### config.mk
export PLATFORM = sky130hd
export DESIGN_NAME = key_matrix_scan
export DESIGN_NICKNAME = d
export VERILOG_FILES = /design/src/rtl/key_pkg.sv /design/src/rtl/key_scan_timer.sv /design/src/rtl/key_matrix_scan.sv
export SDC_FILE = /design/constraint.sdc
export NUM_CORES = 1
export LEC_CHECK = 0
export CAP_MARGIN = 30
export CORE_AREA = 5 5 93 95
export DETAILED_ROUTE_END_ITERATION = 8
export DIE_AREA = 0 0 98 100
export GPL_ROUTABILITY_DRIVEN = 0
export SLEW_MARGIN = 20
export SYNTH_ARGS = -nofsm -noshare
export SYNTH_HDL_FRONTEND = slang
export SYNTH_HIERARCHICAL = 1
export SYNTH_SLANG_ARGS = --single-unit
### constraint.sdc
create_clock -name clk -period 8.1 [get_ports clk]
set_clock_uncertainty 0.15 [all_clocks]
set_input_delay 1.215 -clock clk [delete_from_list [all_inputs] [get_ports clk]]
set_output_delay 1.215 -clock clk [all_outputs]
set_load 0.02 [all_outputs]
### src/rtl/key_pkg.sv
// ============================================================================
// Module      : key_pkg
// Description : Shared types and constants for the 4x4 key matrix scanner.
// Revision    : 1.0 - initial release
// ============================================================================
`default_nettype none

package key_pkg;

  localparam int KEY_ROWS = 4;
  localparam int KEY_COLS = 4;

  // All rows released (active-low drive, nothing selected)
  localparam logic [3:0] ROW_IDLE = 4'b1111;

  // {row[1:0], col[1:0]}
  typedef logic [3:0] key_code_t;

  typedef enum logic [1:0] {
    IDLE    = 2'd0,
    DEB_P   = 2'd1,
    PRESSED = 2'd2,
    DEB_R   = 2'd3
  } key_state_e;

  // Number of pressed positions seen in one full scan
  function automatic logic [4:0] popcount16(input logic [15:0] v);
    logic [4:0] n;
    n = 5'd0;
    for (int i = 0; i < 16; i++) begin
      n = n + {4'd0, v[i]};
    end
    return n;
  endfunction

endpackage

`default_nettype wire

### src/rtl/key_scan_timer.sv
// ============================================================================
// Module      : key_scan_timer
// Description : Row-rate divider and active-low one-hot row driver. Strobes
//               o_sample on the last (settled) divider count of every row and
//               o_scan_done on the row-3 sample.
// Revision    : 1.0 - initial release
// ============================================================================
`default_nettype none

module key_scan_timer #(
  parameter int SCAN_DIV = 1000
) (
  input  logic       clk,
  input  logic       rst,
  output logic [1:0] o_row_idx,
  output logic [3:0] o_row_out,
  output logic       o_sample,
  output logic       o_scan_done
);
  import key_pkg::*;

  localparam int              DIV_W    = (SCAN_DIV > 1) ? $clog2(SCAN_DIV) : 1;
  localparam logic [DIV_W-1:0] DIV_LAST = DIV_W'(SCAN_DIV - 1);

  logic [DIV_W-1:0] r_div;
  logic [1:0]       r_row_idx;
  logic [3:0]       r_row_out;
  logic             w_sample;

  // Sample strobes derived from the current divider/row position
  always_comb begin
    w_sample    = (r_div == DIV_LAST);
    o_sample    = w_sample;
    o_scan_done = w_sample && (r_row_idx == 2'd3);
    o_row_idx   = r_row_idx;
    o_row_out   = r_row_out;
  end

  // Divider and row rotation; the row moves on right after its sample
  always_ff @(posedge clk) begin
    if (rst) begin
      r_div     <= '0;
      r_row_idx <= 2'd0;
      r_row_out <= ROW_IDLE & ~4'b0001;
    end else if (w_sample) begin
      r_div     <= '0;
      r_row_idx <= r_row_idx + 2'd1;
      r_row_out <= {r_row_out[2:0], r_row_out[3]};
    end else begin
      r_div     <= r_div + 1'b1;
    end
  end

endmodule

`default_nettype wire

### src/rtl/key_matrix_scan.sv
// ============================================================================
// Module      : key_matrix_scan
// Description : 4x4 push-button matrix scanner with whole-scan debounce.
//               Reports one key code per press; a scan with zero or several
//               pressed positions counts as "no key".
//               Optional macro KEY_REPEAT_EN adds auto-repeat of key_valid.
// Revision    : 1.0 - initial release
// ============================================================================
`default_nettype none

module key_matrix_scan #(
  parameter int SCAN_DIV     = 1000,
  parameter int DEB_SCANS    = 4,
  parameter int REPEAT_DELAY = 100,
  parameter int REPEAT_RATE  = 25
) (
  input  logic       clk,
  input  logic       rst,
  input  logic [3:0] col_in,
  output logic [3:0] row_out,
  output logic [3:0] key_code,
  output logic       key_valid,
  output logic       key_held
);
  import key_pkg::*;

  localparam int              CNT_W   = (DEB_SCANS > 1) ? $clog2(DEB_SCANS + 1) : 1;
  localparam logic [CNT_W-1:0] DEB_MAX = CNT_W'(DEB_SCANS);
  localparam logic [CNT_W-1:0] CNT_ONE = CNT_W'(1);

  logic [1:0]                   w_row_idx;
  logic                         w_sample;
  logic                         w_scan_done;
  logic [KEY_ROWS*KEY_COLS-1:0] r_acc;
  logic [KEY_ROWS*KEY_COLS-1:0] w_scan;
  logic                         w_hit;
  logic                         w_match;
  key_code_t                    w_code;

  key_state_e  r_state, w_state_nxt;
  logic [CNT_W-1:0] r_cnt, w_cnt_nxt, w_cnt_inc;
  key_code_t   r_cand, w_cand_nxt;
  key_code_t   r_key_code;
  logic        r_valid;
  logic        w_accept;
  logic        w_rep_clr;
  logic        w_stay;
  logic        w_rep_fire;

  key_scan_timer #(
    .SCAN_DIV (SCAN_DIV)
  ) u_timer (
    .clk         (clk),
    .rst         (rst),
    .o_row_idx   (w_row_idx),
    .o_row_out   (row_out),
    .o_sample    (w_sample),
    .o_scan_done (w_scan_done)
  );

  // Merge the current row sample into the scan image and decode it
  always_comb begin
    w_scan = r_acc;
    w_scan[w_row_idx*KEY_COLS +: KEY_COLS] = ~col_in;
    w_code = '0;
    for (int k = 0; k < KEY_ROWS*KEY_COLS; k++) begin
      if (w_scan[k]) w_code = 4'(k);
    end
    w_hit   = (popcount16(w_scan) == 5'd1);
    w_match = w_hit && (w_code == r_cand);
  end

  // Scan accumulator: one pressed-high nibble per row
  always_ff @(posedge clk) begin
    if (rst) begin
      r_acc <= '0;
    end else if (w_sample) begin
      r_acc <= w_scan;
    end
  end

  // FSM state register
  always_ff @(posedge clk) begin
    if (rst) r_state <= IDLE;
    else     r_state <= w_state_nxt;
  end

  // FSM next state and debounce bookkeeping, only moves on scan_done
  always_comb begin
    w_state_nxt = r_state;
    w_cnt_nxt   = r_cnt;
    w_cand_nxt  = r_cand;
    w_accept    = 1'b0;
    w_rep_clr   = 1'b0;
    w_stay      = 1'b0;
    w_cnt_inc   = (r_cnt == DEB_MAX) ? r_cnt : r_cnt + 1'b1;
    if (w_scan_done) begin
      case (r_state)
        IDLE: begin
          if (w_hit) begin
            w_cand_nxt = w_code;
            w_cnt_nxt  = CNT_ONE;
            if (CNT_ONE == DEB_MAX) begin
              w_state_nxt = PRESSED;
              w_accept    = 1'b1;
            end else begin
              w_state_nxt = DEB_P;
            end
          end
        end
        DEB_P: begin
          if (w_match) begin
            w_cnt_nxt = w_cnt_inc;
            if (w_cnt_inc == DEB_MAX) begin
              w_state_nxt = PRESSED;
              w_accept    = 1'b1;
            end
          end else begin
            // Any disagreement restarts from scratch, even another single key
            w_state_nxt = IDLE;
            w_cnt_nxt   = '0;
          end
        end
        PRESSED: begin
          if (w_match) begin
            w_stay = 1'b1;
          end else if (CNT_ONE == DEB_MAX) begin
            w_state_nxt = IDLE;
            w_cnt_nxt   = '0;
          end else begin
            w_state_nxt = DEB_R;
            w_cnt_nxt   = CNT_ONE;
          end
        end
        DEB_R: begin
          if (w_match) begin
            w_state_nxt = PRESSED;
            w_rep_clr   = 1'b1;
          end else begin
            w_cnt_nxt = w_cnt_inc;
            if (w_cnt_inc == DEB_MAX) begin
              w_state_nxt = IDLE;
              w_cnt_nxt   = '0;
            end
          end
        end
        default: begin
          w_state_nxt = IDLE;
          w_cnt_nxt   = '0;
        end
      endcase
    end
  end

  // Debounce counter, candidate code, accepted code and valid pulse
  always_ff @(posedge clk) begin
    if (rst) begin
      r_cnt      <= '0;
      r_cand     <= '0;
      r_key_code <= '0;
      r_valid    <= 1'b0;
    end else begin
      r_cnt   <= w_cnt_nxt;
      r_cand  <= w_cand_nxt;
      r_valid <= w_accept || w_rep_fire;
      if (w_accept) r_key_code <= w_cand_nxt;
    end
  end

  // FSM outputs: the key stays held through release debounce
  always_comb begin
    key_held  = (r_state == PRESSED) || (r_state == DEB_R);
    key_valid = r_valid;
    key_code  = r_key_code;
  end

`ifdef KEY_REPEAT_EN
  localparam int REP_MAX = (REPEAT_DELAY > REPEAT_RATE) ? REPEAT_DELAY : REPEAT_RATE;
  localparam int REP_W   = $clog2(REP_MAX + 1);
  localparam logic [REP_W-1:0] REP_DLY = REP_W'(REPEAT_DELAY);
  localparam logic [REP_W-1:0] REP_RT  = REP_W'(REPEAT_RATE);

  logic [REP_W-1:0] r_rep_cnt;
  logic [REP_W-1:0] w_rep_inc;
  logic             r_rep_phase;

  // First repeat waits REPEAT_DELAY scans, later ones REPEAT_RATE scans
  always_comb begin
    w_rep_inc  = r_rep_cnt + 1'b1;
    w_rep_fire = w_stay && (w_rep_inc == (r_rep_phase ? REP_RT : REP_DLY));
  end

  // Repeat scan counter, restarted whenever PRESSED is (re)entered
  always_ff @(posedge clk) begin
    if (rst || w_accept || w_rep_clr) begin
      r_rep_cnt   <= '0;
      r_rep_phase <= 1'b0;
    end else if (w_stay) begin
      if (w_rep_fire) begin
        r_rep_cnt   <= '0;
        r_rep_phase <= 1'b1;
      end else begin
        r_rep_cnt   <= w_rep_inc;
      end
    end
  end
`else
  logic w_unused_rep;
  assign w_rep_fire   = 1'b0;
  assign w_unused_rep = ^{w_stay, w_rep_clr, REPEAT_DELAY, REPEAT_RATE};
`endif

endmodule

`default_nettype wire
# [Word level (Yosys, flattened, before mapping)]
# Index checks and enable logic that the tools add are counted.
[totals] reg_bits=46 in_bits=6 output_inout_bits=10 word_cells=89
[op_classes] addsub=19 eq_ne=14 shifts=2 n_mux=37 bitwise=1 n_reduce_logical=7
[ops] cell="2-to-1 mux 4 bit" count=16
[ops] cell="adder 5 x 1 -> 5 bit" count=11
[ops] cell="negation 4 -> 34 bit" count=1
[ops] cell="variable shift 4 x 34 -> 16 bit, first input constant" count=1
[ops] cell="indexed part select 4 x 34 -> 16 bit" count=1
[ops] cell="2-to-1 mux 3 bit" count=6
[ops] cell="bitwise mux 16 bit" count=1
[ops] cell="2-to-1 mux 2 bit" count=7
[ops] cell="case mux 3 bit (4 select lines)" count=1
[ops] cell="adder 10 x 1 -> 10 bit, second input constant" count=1
[ops] cell="== test 10 bit, second input constant" count=1
[ops] cell="case mux 2 bit (4 select lines)" count=1
[ops] cell="== test 2 bit, second input constant" count=3
[ops] cell="== test 3 bit, second input constant" count=2
[ops] cell="inequality test 2 bit, second input constant" count=3
[ops] cell="inequality test 3 bit, second input constant" count=2
[ops] cell="adder 4 x 1 -> 5 bit" count=1
[ops] cell="== test 5 x 1 -> 1 bit, second input constant" count=1
[ops] cell="2-to-1 mux 1 bit" count=5
[ops] cell="AND reduction 5 bit" count=1
[ops] cell="adder 3 x 1 -> 4 bit" count=1
[ops] cell="== test 4 bit" count=1
[ops] cell="inverter 4 bit" count=1
[ops] cell="AND reduction 4 bit" count=1
[ops] cell="other kinds (9)" count=10

# [Depth between registers and ports, before layout]
# Gate-level depths: netlist (run 1).
[depth] ltp_word=23 ltp_mapped=24 mapped_depth_nobuf=21

# [Cells and area by module]
# The synthesis (run 1) kept the hierarchy.
[modules_own_cells] module="key_matrix_scan" instances=1 cells_per_inst=285 area_per_inst_um2=2423.6 seq_area_each_um2=600.6
[modules_own_cells] module="key_scan_timer" instances=1 cells_per_inst=74 area_per_inst_um2=689.4 seq_area_each_um2=320.3

# [Worst setup path after synthesis (run 1)]
# No wires, ideal clock.
[synth_path] kind="input -> register" start="in col_in[1]" end="reg r_key_code[0] (netlist: key_code[0])" setup_ns=0.121 t_arrival_ns=5.542 path_slack_ns=2.287 stages=18 path_buffers=1 cell_sequence="nor4bb_1 > mux2i_1 > inv_1 > fa_1 > inv_1 > fa_1 > fa_1 > inv_1 > fa_1 > ha_1 > fa_1 > o21ai_0 > and4b_1 > and3_1 > clkbuf_1 > and4_1 > nor3_1 > mux2_4"
[synth_between] elab_cells_between_ends=42 classes_between="add/sub (15); eq/ne (2); shift (1); mux (22); bitwise (1); reduce/logical (1)"
[synth_lines] element="from (decl)" line_no="key_matrix_scan.sv:19" text="input logic [3:0] col_in,"
[synth_lines] element="inverter 4 bit *" line_no="key_matrix_scan.sv:64" text="w_scan[w_row_idx*KEY_COLS +: KEY_COLS] = ~col_in;"
[synth_lines] element="indexed part select 4 x 34 -> 16 bit *" line_no="key_matrix_scan.sv:64"
[synth_lines] element="bitwise mux 16 bit *" line_no="key_matrix_scan.sv:64"
[synth_lines] element="via w_scan[5]" line_no="key_matrix_scan.sv:35" text="logic [KEY_ROWS*KEY_COLS-1:0] w_scan;"
[synth_lines] element="adder 5 x 1 -> 5 bit or 2-to-1 mux 4 bit (tied branches) (11 in a row)" line_no="key_pkg.sv:31, key_matrix_scan.sv:67"
[synth_lines] element="== test 5 x 1 -> 1 bit or == test 4 bit (tied branches)" line_no="key_matrix_scan.sv:69, key_matrix_scan.sv:70"
[synth_lines] element="logical AND 1 bit" line_no="key_matrix_scan.sv:70" text="w_match = w_hit && (w_code == r_cand);"
[synth_lines] element="2-to-1 mux 1 bit" line_no="key_matrix_scan.sv:112" text="if (w_match) begin"
[synth_lines] element="2-to-1 mux 1 bit" line_no="key_matrix_scan.sv:98" text="case (r_state)"
[synth_lines] element="2-to-1 mux 1 bit" line_no="key_matrix_scan.sv:97" text="if (w_scan_done) begin"
[synth_lines] element="to (signal assigned)" line_no="key_matrix_scan.sv:166" text="if (w_accept) r_key_code <= w_cand_nxt;"
[synth_lines] element="to (decl)" line_no="key_matrix_scan.sv:43" text="key_code_t r_key_code;"
# Mark *: on every way through the listed nets, which the timed path passes. The rest lies on a longest branch.
# A chain may end at the register's enable or synchronous reset.

# [Final worst setup path (run 1)]
# Ends and elaborated chain as after synthesis.

==> impl_results.md, run 1 <==
- Min Clock Period, post-route: 6.408 ns
- Largest net degree at the start of global routing: 51
- Die extent in y: 100 um
- Buffers on Ports: 15
- Clock transition at path regs: 0.09 ns
- Worst Hold Depth: 1
- Count leader, synth: nor2_1
- Synthesized area per cell: 8.671 sq um
- Final Hold Vio Count: 0
- Synth Flop Type: dfxtp_1
- CTS Buf Count: 5
- Clk sinks: 46
- R2r endpoint: key_code[0]
- Slew @ Worst Pin: 0.9601 ns
- Number of max-cap violations: 0
- Rows: 32
- Post-route DRC: 0
- I/O pin cnt: 16
- Mapped Area: 0.003113 sq mm
- VDD IR max: 82.98 uV
- Die X: 98 um
- Flop2flop setup slack: 1.90 ns
- Final Instance Area: 0.003443 sq mm
- Worst path required time: 8.15 ns
- Total negative slack: 0 ns
- Post-Route WL: 6.719 mm
- YS warnings: 6
- Cts-stage hold buffer count: 0
- Nets: 393
- RSZ-0062 raised after global routing: no
- WL/cell: 14.42 um
- Placement Cell Area: 0.003331 sq mm
- Slew headroom: 36.00%
- Max Clk Rate: 156.0 MHz
- Postcts setup bufs: 0
- Top cell type's share of synthesized area: 29.58%
- Top post-synthesis cells by count: nor2_1, dfxtp_1, inv_1
- Post-Synthesis Cells: 359
- Synth top area cells: dfxtp_1, fa_1, nor2_1, ha_1, mux2i_1
- # setup viols final: 0
- Worst Hold Path EP: u_timer/r_div[0]
- Worst Hold Class: flop to flop
- Status: finished clean
- Maximum clock path buffer count: 2
- Worst-path maximum fanout: 7
- TritonRoute pass-1 iters: 4
- Sequential share of power: 52.3%
- Netlist cell types: 67
- Internal power: 0.0003326 W
- Area Growth Syn to Fin: 10.61%
- CP arrival: 6.45 ns
- Reg-to-Reg Start: u_timer/o_row_idx[0]
- Post-synthesis sequential area ratio: 29.58%
- Post-cts sizing count: 0
- Gr usage total: 14.34%
- PwrDens: 127.4 mW/mm^2
- Largest area contributor in the synthesized netlist: dfxtp_1
- Reg2reg path depth: 20
- H-Tree Depth: 2
- Number of flops mapped to enable cells by yosys: 0
- Initial Utilization: 40.71%
- DPL Wire Length: 4.846 mm
- Net Switching: 0.0001062 W
- Synth Net Count: 389
- 1st-iter DRT viols: 136
- First-pass GRT wire length: 11.68 mm
- Avg Vias per Cell: 5.509
- Antenna violations before repair: 0
- Yosys reg bits: 46
- Startpoint types: primary input
- Worst-skew pair later-pin latency: 0.30 ns
- Die area: 0.009800 sq mm
- Vias in the first global route: 2,450
- Total global routing overflow: 0
- Critical Path Sink Type: flop
- Number of diodes: 0
- DR vias: 2,567
- Fin crit share: 79.11%
- Switching Fraction: 24.21%
- Combinational share of power: 7.0%
- CTS tree: yes
- Root buffer selected by CTS: clkbuf_8
- Power share of the clock group: 40.7%
- Fin. max-slew vios: 0
- Final antenna-violating net count: 0
- Layout cell share with drive strength beyond 1: 8.791%
- Asr flop ratio synth: 0%
- Final Util: 45.03%
- Hold_sp: u_timer/r_div[0]
- Core area: 0.007647 sq mm
- FILL cells: 764
- Crit path kind: primary input to flop
- Leakage: 1.281 nW
[area by class of cell]
cell class,count,area [sq um],share of cell area (%)
flip-flops and latches,46,920.9,26.74
multi-input cells,267,2003,58.18
inverters,26,98.84,2.871
clock inverters,3,43.79,1.272
clock buffers,5,68.82,1.999
repair buffers,17,180.2,5.233
well taps,102,127.6,3.706
[worst max-delay path by stage]
stage	from	end	slack [ns]	cells after the start
after floorplan	col_in[1]	key_code[0]	2.29	18
after global placement	col_in[1]	key_code[1]	1.46	18
after detailed placement	col_in[1]	key_code[0]	1.37	18
after CTS	col_in[1]	key_code[0]	1.71	18
after global routing	col_in[1]	key_code[0]	1.34	18
final	col_in[1]	key_code[0]	1.69	18
[metrics by stage]
step,hold WS [ns],instances,setup WS [ns],power (W)
2_1_floorplan,0.2734,359,2.287,0.0002567
3_3_place_gp,0.2858,457,1.460,0.0002651
3_5_place_dp,0.3029,458,1.373,0.0002664
4_1_cts,0.3175,466,1.714,0.0004461
5_1_grt,0.3535,466,1.341,0.0004602
6_report,0.3151,466,1.692,0.0004388
[state kept, by name, summed over array words and instances, names as in the netlist, named ones only]
register           cells
key_valid              1
r_cand                 4
r_state                1
u_timer/o_row_out      4
r_acc                 16
u_timer/o_row_idx      2
r_cnt                  3
u_timer/r_div         10
key_code               4
[power by group through the flow]
| stage | clock (W) | combinational (W) | sequential, W |
|---|---|---|---|
| floorplan | 0 | 0.0000222 | 0.000235 |
| global placement | 0 | 0.0000303 | 0.000235 |
| detailed placement | 0 | 0.0000315 | 0.000235 |
| CTS | 0.000185 | 0.0000315 | 0.000230 |
| global route | 0.000195 | 0.0000345 | 0.000230 |
| finish | 0.000178 | 0.0000308 | 0.000230 |
[cells by family (layout without fill, tap and decap cells)]
kind of cell | after synthesis | in the layout | share of synthesized area, %
DFF | 46 | 46 | 29.58
AOI/OAI and AO/OA | 79 | 79 | 18.49
xor gates and xnor gates | 7 | 7 | 2.211
and+or+nand+nor | 138 | 138 | 24.72
adders and majority gates | 24 | 24 | 12.06
muxes | 19 | 19 | 6.873
buffers and inverters | 46 | 51 | 6.069
[critical path: stages]
cell	delay [ns]
clkdlybuf4s50_1	0.54
nor4bb_1	0.44
mux2i_1	0.21
inv_1	0.17
fa_1	0.40
inv_1	0.08
fa_1	0.44
fa_1	0.54
inv_1	0.05
fa_1	0.43
ha_1	0.23
fa_1	0.39
o21ai_0	0.14
and4b_1	0.25
and3_1	0.34
and4_1	0.23
nor3_1	0.05
mux2_4	0.31
[cells in the final DEF, fill, tap and decap left out, types with 3 or more instances in the layout]
| master | netlist | routed |
|---|---|---|
| nor2_1 | 47 | 47 |
| dfxtp_1 | 46 | 46 |
| inv_1 | 24 | 24 |
| nor3_1 | 19 | 19 |
| a21oi_1 | 17 | 17 |
| a211oi_1 | 16 | 16 |
| nand2_1 | 15 | 15 |
| ha_1 | 14 | 14 |
| clkdlybuf4s50_1 | 0 | 14 |
| nor2b_1 | 13 | 13 |
| mux2i_1 | 12 | 12 |
| o21ai_0 | 12 | 12 |
| fa_1 | 10 | 10 |
| nand3_1 | 9 | 9 |
| clkbuf_8 | 0 | 5 |
| a31oi_1 | 4 | 4 |
| and2_1 | 4 | 4 |
| nand4_1 | 4 | 4 |
| mux2_4 | 4 | 4 |
| xor2_1 | 4 | 4 |
| mux2_2 | 3 | 3 |
| nor4b_1 | 3 | 3 |
| nand4bb_1 | 3 | 3 |
| o2111ai_1 | 3 | 3 |
| and3_1 | 3 | 3 |
| nand4b_1 | 3 | 3 |
| and4_1 | 3 | 3 |
[layer usage]
layer  global-route usage (%)  wire (um)  vias up
li1                         -          -     1299
met1                    19.84       3413     1213
met2                    23.14       2972       46
met3                    2.849        253        9
met4                    3.301         80        0
met5                        0          0        -
(Power assumes the default switching activity.)
==> run 2, diff against run 1 <==
==> constraint.sdc (replaced) <==
create_clock -name clk -period 6.3 [get_ports clk]
set_clock_uncertainty 0.15 [all_clocks]
set_input_delay 0.945 -clock clk [delete_from_list [all_inputs] [get_ports clk]]
set_output_delay 0.945 -clock clk [all_outputs]
set_load 0.02 [all_outputs]
==> run 2 against run 1 <==
Hold slack lost 0.012 ns. Clock power grew 27%. Non-clock buffer count grew 12. Global-route usage is essentially flat. Cell area grew 3.5%. Die area is the same. Critical path type unchanged.
==> impl_results.md, run 2 (synthesized netlist as in run 1, its figures left out) <==
- CP arrival: 6.09 ns (-0.36 ns)
- Number of diodes: 0 (unchanged)
- Fin. max-slew vios: 0 (unchanged)
- Critical Path, Cell by Cell: clkdlybuf4s50_1 > nor4bb_2 > mux2i_1 > inv_1 > fa_1 > inv_1 > fa_1 > fa_1 > inv_1 > fa_1 > ha_1 > fa_1 > o21ai_0 > and4b_1 > and3_1 > mux2i_1 > nor2_1 > mux2_4
- Fin crit share: 95.85%
- Max FFs per register: 16 (unchanged)
- Clk sinks: 46 (unchanged)
- First-pass GRT wire length: 11.90 mm (+1.9%)
- Most common cell on crit path: fa_1
- Post-Route WL: 6.855 mm (+2.0%)
- TritonRoute pass-1 iters: 5 (+1)
- Final Hold Vio Count: 0 (unchanged)
- DPL Wire Length: 5.046 mm (+4.1%)
- I/O pin cnt: 16 (unchanged)
- Worst-path maximum fanout: 7 (unchanged)
- Critical Path Sink Type: flop
- Delay of the slowest critical-path stage: 0.55 ns (about the same)
- Biggest regs: r_acc x16, u_timer/r_div x10
- Slowest CP cell: fa_1
- Nets: 405 (+3.1%)
- Biggest register: r_acc
- Worst path required time: 6.35 ns (-1.80 ns)
- Antenna violations before repair: 0 (unchanged)
- Most common cell after layout, fill and taps aside: nor2_1
- Avg Vias per Cell: 5.351 (-2.9%)
- Die area: 0.009800 sq mm (unchanged)
- Post-route DRC: 0 (unchanged)
- Number of max-cap violations: 0 (unchanged)
- Max Clk Rate: 165.6 MHz
- Placement Cell Area: 0.003413 sq mm (+2.5%)
- Rows: 32 (unchanged)
- Final Non-Filler Cells: 478 (+2.6%)
- Maximum clock path buffer count: 2 (unchanged)
- Worst Hold Class: flop to flop
- CTS Buf Count: 5 (unchanged)
- VDD IR max: 115.9 uV (+40%)
- Die X: 98 um (unchanged)
- DR vias: 2,558 (-0.35%)
- Worst-skew pair later-pin latency: 0.30 ns (about the same)
- Status: finished clean
- Die extent in y: 100 um (unchanged)
- H-Tree Depth: 2 (unchanged)
- Gr usage total: 14.35% (about the same)
- Slew @ Worst Pin: 0.5390 ns (-0.4210 ns)
- 1st-iter DRT viols: 109 (-20%)
- CTS tree: yes
- Root buffer selected by CTS: clkbuf_8
- Clock transition at path regs: 0.09 ns (about the same)
- Buffers on Ports: 15 (unchanged)
- Initial Utilization: 40.71% (unchanged)
- Largest net degree at the start of global routing: 51 (unchanged)
- FILL cells: 720 (-5.8%)
- Total global routing overflow: 0 (unchanged)
- Final Instance Area: 0.003562 sq mm (+3.5%)
- Layout cell share with drive strength beyond 1: 12.23% (+3.4 points)
- Vias in the first global route: 2,437 (-0.53%)
- Area Growth Syn to Fin: 14.43%
- Postcts setup bufs: 0 (unchanged)
- Core area: 0.007647 sq mm (unchanged)
- # setup viols final: 0 (unchanged)
- Tot Pwr: 0.0005647 W (+29%)
- Startpoint types: primary input
- WL/cell: 14.34 um (-0.54%)
- Min Clock Period, post-route: 6.039 ns
- Leakage: 1.341 nW (+4.7%)
- Cells after DPL: 469 (+2.4%)
- Commonest cells after routing, fill and taps aside: nor2_1, dfxtp_1, inv_1, nor3_1, a21oi_1
- Final antenna-violating net count: 0 (unchanged)
- Flop2flop setup slack: 0.37 ns (-1.53 ns)
- PwrDens: 158.5 mW/mm^2 (+24%)
- Crit path kind: primary input to flop
- Slew headroom: 63.04% (+27 points)
## run 2: cell count changes in the layout (fill, tap and decap cells not counted), sizes merged
cell  previous run  this run
buf              3        15
## run 2: layer usage
metal  GRT usage [%]  up-vias  part of all wire, %
met5               0        -                    0
met4           4.047        0                  1.7
met3           3.127        8                  4.3
met2           21.83       54                   43
met1           20.49     1179                   51
li1                -     1317                    -
## run 2: final cells by class
| cell class | count | area, sq um | area share, % |
|---|---|---|---|
| multi-input cells | 267 | 2012 | 56.48 |
| well taps | 102 | 127.6 | 3.583 |
| clock inverters | 3 | 43.79 | 1.229 |
| repair buffers | 29 | 290.3 | 8.149 |
| clock buffers | 5 | 68.82 | 1.932 |
| inverters | 26 | 98.84 | 2.775 |
| flip-flops and latches | 46 | 920.9 | 25.85 |
## run 2: timing repair
action                                  4_1_cts  5_1_grt
hold buffers                                  0        0
endpoints found under the setup margin        0        4
resized for setup                             0        2
## run 2: where the power goes
part / internal (W) / switching [W] / total, W
Combinational: 0.0000192 / 0.0000247 / 0.0000438
Sequential: 0.000293 / 0.00000231 / 0.000295
Clock: 0.000119 / 0.000107 / 0.000226
## run 2: critical path: cells and delay by family
family | cells | cell delay (ns)
fa+ha+maj | 6 | 2.45
mux | 3 | 0.67
compound gates | 1 | 0.18
buf+inv | 4 | 0.79
simple gates | 4 | 1.07
## run 2: final timing paths
check,startpoint,end,cells past startpoint
max,col_in[1],key_code[2],18
min,u_timer/r_div[0],u_timer/r_div[0],1
max reg2reg,u_timer/o_row_idx[1],key_code[2],18
min reg2reg,u_timer/r_div[0],u_timer/r_div[0],1
## run 2: stage by stage
stage / setup TNS (ns) / worst slack (ns) / hold slack [ns] / util (%)
2_1_floorplan: 0 / 0.4994 / 0.2734 / -
3_3_place_gp: 0 / 0.1191 / 0.2860 / 44.27
3_5_place_dp: -0.1377 / -0.06433 / 0.2913 / 44.63
4_1_cts: 0 / 0.2642 / 0.3045 / 46.11
5_1_grt: -0.02605 / -0.02605 / 0.3470 / 46.58
6_report: 0 / 0.2613 / 0.3036 / 46.58
